[src/rtl/stage_fifo.sv]
// Elastic valid/ready FIFO between pipeline stages.
// Registered in_ready/out_valid; flush drops every stored entry.
module stage_fifo #(
  parameter int WIDTH    = 32,
  parameter int DEPTH    = 2,
  parameter int AFULL_TH = DEPTH-1
) (
  input  logic                       clk,
  input  logic                       rst_n,
  input  logic                       flush,
  input  logic [WIDTH-1:0]           in_payload,
  input  logic                       in_valid,
  output logic                       in_ready,
  output logic [WIDTH-1:0]           out_payload,
  output logic                       out_valid,
  input  logic                       out_ready,
  output logic [$clog2(DEPTH+1)-1:0] count,
  output logic                       almost_full
);

  localparam int CW = $clog2(DEPTH+1);
  localparam int PW = (DEPTH > 1) ? $clog2(DEPTH) : 1;

  logic [WIDTH-1:0] mem_q [DEPTH];
  logic [PW-1:0]    wptr_q, wptr_d;
  logic [PW-1:0]    rptr_q, rptr_d;
  logic [CW-1:0]    count_q, count_d;
  logic             in_ready_q, in_ready_d;
  logic             out_valid_q, out_valid_d;
  logic             afull_q, afull_d;
  logic             push, pop;

  function automatic logic [PW-1:0] nxt(
    input logic [PW-1:0] p
  );
    if (p == PW'(DEPTH-1)) nxt = '0;
    else                   nxt = p + PW'(1);
  endfunction

  always_comb begin
    push    = in_valid & in_ready_q;
    pop     = out_valid_q & out_ready;
    wptr_d  = wptr_q;
    rptr_d  = rptr_q;
    count_d = count_q;
    if (flush) begin
      wptr_d  = '0;
      rptr_d  = '0;
      count_d = '0;
    end else begin
      if (push) wptr_d = nxt(wptr_q);
      if (pop)  rptr_d = nxt(rptr_q);
      if (push && !pop)      count_d = count_q + CW'(1);
      else if (pop && !push) count_d = count_q - CW'(1);
    end
    // status flags come from next-state count so they line up with count
    in_ready_d  = (count_d != CW'(DEPTH));
    out_valid_d = (count_d != '0);
    afull_d     = (count_d >= CW'(AFULL_TH));
  end

  always_ff @(posedge clk or negedge rst_n) begin
    if (!rst_n) begin
      wptr_q      <= '0;
      rptr_q      <= '0;
      count_q     <= '0;
      in_ready_q  <= 1'b1;
      out_valid_q <= 1'b0;
      afull_q     <= 1'b0;
    end else begin
      wptr_q      <= wptr_d;
      rptr_q      <= rptr_d;
      count_q     <= count_d;
      in_ready_q  <= in_ready_d;
      out_valid_q <= out_valid_d;
      afull_q     <= afull_d;
    end
  end

  always_ff @(posedge clk) begin
    if (push && !flush) mem_q[wptr_q] <= in_payload;
  end

  assign in_ready    = in_ready_q;
  assign out_valid   = out_valid_q;
  assign out_payload = mem_q[rptr_q];
  assign count       = count_q;
  assign almost_full = afull_q;

endmodule

[config.mk]
export PLATFORM = sky130hd
export DESIGN_NAME = stage_fifo
export DESIGN_NICKNAME = d
export VERILOG_FILES = /design/src/rtl/stage_fifo.sv
export SDC_FILE = /design/constraint.sdc
export NUM_CORES = 1
export LEC_CHECK = 0
export BUFFER_PORTS_ARGS = -buffer_cell sky130_fd_sc_hd__buf_2
export CAP_MARGIN = 20
export CORE_UTILIZATION = 30
export DETAILED_ROUTE_END_ITERATION = 12
export SYNTH_ARGS = -nofsm -noshare
export SYNTH_HDL_FRONTEND = slang
export SYNTH_SLANG_ARGS = --single-unit
[constraint.sdc]
create_clock -name clk -period 5.9 [get_ports clk]
set_input_delay 0.885 -clock clk [delete_from_list [all_inputs] [get_ports clk]]
set_output_delay 0.885 -clock clk [all_outputs]
set_load 0.02 [all_outputs]
# [Yosys cells after proc, flatten, opt, wreduce, memory -nomap -nowiden]
# Memories as Yosys holds them, arrays and structs flattened.
# Cells that the tools add are included.
# W data, S select, Z words.
[op_classes] n_addsub=4 magnitude_cmp=1 eq_ne=1 muxes=11 bitwise_logic=2 n_reduce_logical=9
[op_table] op="$mux W1" n=8
[op_table] op="$mux W2" n=3
[op_table] op="$reduce_bool A2 Y1" n=3
[op_table] op="$logic_and A1 B1 Y1" n=3
[op_table] op="$logic_not A1 Y1" n=3
[op_table] op="$add A1 B1 Y1 const B" n=2
[op_table] op="$add A2 B1 Y2 const B" n=1
[op_table] op="$and A1 B1 Y1" n=2
[op_table] op="$ge A2 B1 Y1 const B" n=1
[op_table] op="$ne A2 B2 Y1 const B" n=1
[op_table] op="$sub A2 B1 Y2 const B" n=1
[totals] regBits=7 ram_bits=64 out_inout_bits=37 elab_cells=35 mem_count=1
[mem_list] name="mem_q" depth=2 width=32 read_ports=1 rd_ports_with_merged_regs=0 write_ports=1 line="24" text="logic [WIDTH-1:0] mem_q [DEPTH];"

# [Logic depth before layout (Yosys ltp)]
[logic_depth] word_depth=7 depth_mapped=4 depth_no_buf=3

# [Worst setup path after synthesis]
# No wires, ideal clock.
[synth_path] path_type="input to register" startpoint="input port in_valid" endpoint="memory mem_q[1][0], enable pin" arrival_time_ps=3354 required_time_ps=5432 path_slack_ps=2078 stages=2 path_buffers=0 cell_sequence="nand2_1 nor3b_1"
[synth_between] elab_chain_cells=4
[synth_rtl] item="start: declaration" line="12" text="input logic in_valid,"
[synth_rtl] item="$and A1 B1 Y1" line="41" text="push = in_valid & in_ready_q;"
[synth_rtl] item="$logic_and A1 B1 Y1" line="81" text="if (push && !flush) mem_q[wptr_q] <= in_payload;"
[synth_rtl] item="$mux W1" line="81"
[synth_rtl] item="$mux W1 (implied by the code)" line="81"
[synth_rtl] item="end: declaration" line="24"
# No other way between the ends.

# [Worst setup path in the final report]
[layout_path] startpoint="register rptr_q" endpoint="output port out_payload[26]"
[layout_between] elab_chain_cells=1
[layout_rtl] item="start: declaration" line="26" text="logic [PW-1:0] rptr_q, rptr_d;"
[layout_rtl] item="start signal: assignment" line="72" text="rptr_q <= rptr_d;"
[layout_rtl] item="$mem_v2 Z2 W32"
[layout_rtl] item="end: declaration" line="14" text="output logic [WIDTH-1:0] out_payload,"
# No other way between the ends.

==> summary.txt <==
status: finished clean
root buf cell: clkbuf_8
TritonRoute pass-1 iters: 4
Placed Cells: 311
Setup TNS: 0 ns
Rel. slew slack: 33.9%
crit-path cells: buf_4, mux2_2, buf_2
Ant. Diodes: 0
initial antenna violation count: 0
Core Footprint: 8380 um2
multi-input logic area: 557 um2
Ys Warns: 0
Power Total: 1.20 mW
Finished Layout Cells: 326
clock sink count: 70
CP arrival: 1.83 ns
Synth area leaders: edfxtp_1, mux2_2, dfrtp_1
final worst path period share: 46.1%
Post-CTS Resized: 0
syn nets: 172
# IOs: 74
drt first-iter violations: 48
commonest cells in the netlist: edfxtp_1, mux2_2, dfrtp_1
Mapped Cells: 135
final WL: 4530 um
largest net degree at the start of global routing: 27
Avg Vias per Cell: 4.52
Reg area: 2070 um2
P&R area growth vs syn: 26.4%
crit path buf inv count: 2
number of setup buffers added after CTS: 0
Seq cells post-synth: 70
Chip Height: 96.1 um
post-DR wirelength/cell: 13.9 um
Critical Path RT: 5.02 ns
num rows: 33
Die X: 96.1 um
Crit-path slowest cell: dfrtp_1
Congestion Overflow GR: 0
DRC viols: 0
max-slew violation count: 0
Max stage delay on crit path: 0.53 ns
first-pass GRT wire length: 6930 um
final worst setup slack: 3.18 ns
CTS tree: built
# H-tree levels: 3
final setup violation count: 0
Worst setup startpoint: rptr_q
number of global-route vias before repair: 1,486
CP Class: reg2out
die footprint: 9240 um2
layout net count: 254
leak pwr: 1.27 nW
Inserted Clock Buffers: 9
clock-pin slew on the worst setup and hold paths: 0.07 ns
top-area cell type share of the netlist area: 72.3%
post-synthesis sequential area ratio: 78.0%
Total GRT Usage: 10.5%
dominant cell type by area after synthesis: edfxtp_1
number of fill cells in the layout: 797
Final min period: 2.72 ns
Mapped Area: 2660 um2
number of synthesized flops with an enable pin: 64
Top FF cell, synth: edfxtp_1
Worst Setup Start Kind: register
Largest delay share family, worst path: buffers and inverters
max_cap viols: 0
Worst-Margin Slew: 0.988 ns
crit end category: output pin
detailed placer's ending HPWL: 3150 um
Max VDD drop: 195 uV
buffer depth of the longest clock path: 2
Unique masters post-synth: 23
DR vias: 1,474
R2R Path Start: in_ready
Final Hold Viols: 0
Worst-Skew Late Latency: 0.33 ns
Hold-fix buffers, CTS: 0
P per Cell Area: 356 nW/um2
fraction of registers with async set/reset: 8.57%
pre-CTS setup slack: 3.09 ns
Mean Syn Cell Area: 19.7 um2
Post-DRT Antenna Nets: 0
initial core utilization: 31.7%
unrepaired setup endpoints after global routing: no
Hold Slack: 0.374 ns
Port Buf Inserts: 73
skew final: 0.00653 ns
placer's final routability congestion estimate: 0.694
share of cells above drive strength 1: 58.4%
Hold Crit Class: in2async
fmax: 368 MHz
crit path max fanout: 26
count leader, synth: edfxtp_1
kinds of logic after synthesis:
kind of cell / after synthesis / synth area share, %
flops: 70 / 78.0
simple gates: 16 / 3.20
compound gates: 6 / 1.55
xor+xnor: 3 / 1.51
mux: 34 / 14.3
buf+inv: 6 / 1.46
stage by stage:
step | area (um2) | utilization [%]
floorplan | 2660 | -
global placement | 3150 | 37.6
detailed placement | 3160 | 37.7
CTS | 3360 | 40.1
global route | 3360 | 40.1
finish | 3360 | 40.1
cells in the final DEF (no fill, tap or decap):
cell       count
a21bo_2        1
nand2_1        2
buf_2         73
or2_2          1
nand3_1        2
xnor2_1        2
mux2i_1        2
nor3_1         1
a21oi_1        3
nor2_1         4
nand3b_1       1
and2_2         2
edfxtp_1      64
bufinv_16      2
nand2b_1       1
dfstp_2        1
dfrtp_1        5
nor3b_2        1
clkinv_2       2
buf_4          3
mux2_2        32
buf_6          1
nor3_2         1
clkbuf_8       9
a21o_1         1
a221oi_1       1
clkinv_1       2
xnor3_1        1
sequential cells by signal (all words and copies together) (netlist names):
signal,cells
almost_full,1
count,2
rptr_q,1
in_ready,1
mem_q,64
wptr_q,1
layout make-up:
class	instances	area share, %
clock buffer	9	3.68
clock inverter	6	2.31
multi-input combinational	59	16.6
sequential	70	61.7
tap	105	3.91
timing repair buffer	77	11.9
routing by layer:
layer | vias to the layer above | routed length [um] | track usage [%]
met2 | 46 | 2210 | 16.4
met1 | 742 | 1970 | 12.8
met3 | 6 | 278 | 3.16
met4 | 0 | 66 | 6.34
met5 | - | 0 | 0
li1 | 680 | - | -
worst register-to-register path: stages (launching register included):
cell and delay [ns]:
dfstp_2 0.58, nand2_1 0.10, nor3b_2 0.82, buf_4 0.45
power by group:
part           internal (mW)  switching [mW]
logic                 0.0913           0.118
registers              0.581          0.0174
clock network          0.231           0.157
total                  0.903           0.292
worst paths after layout:
check                             endpoint  slack [ns]  cells after the start
max                        out_payload[26]        3.18                      3
min                            almost_full        0.37                      1
max reg2reg                   mem_q[1][22]        3.62                      3
min reg2reg                    almost_full        0.55                      1
max in group asynchronous         in_ready        5.30                      1
min in group clk               almost_full        0.55                      1
Note: power is estimated with default switching activity, not from simulation.
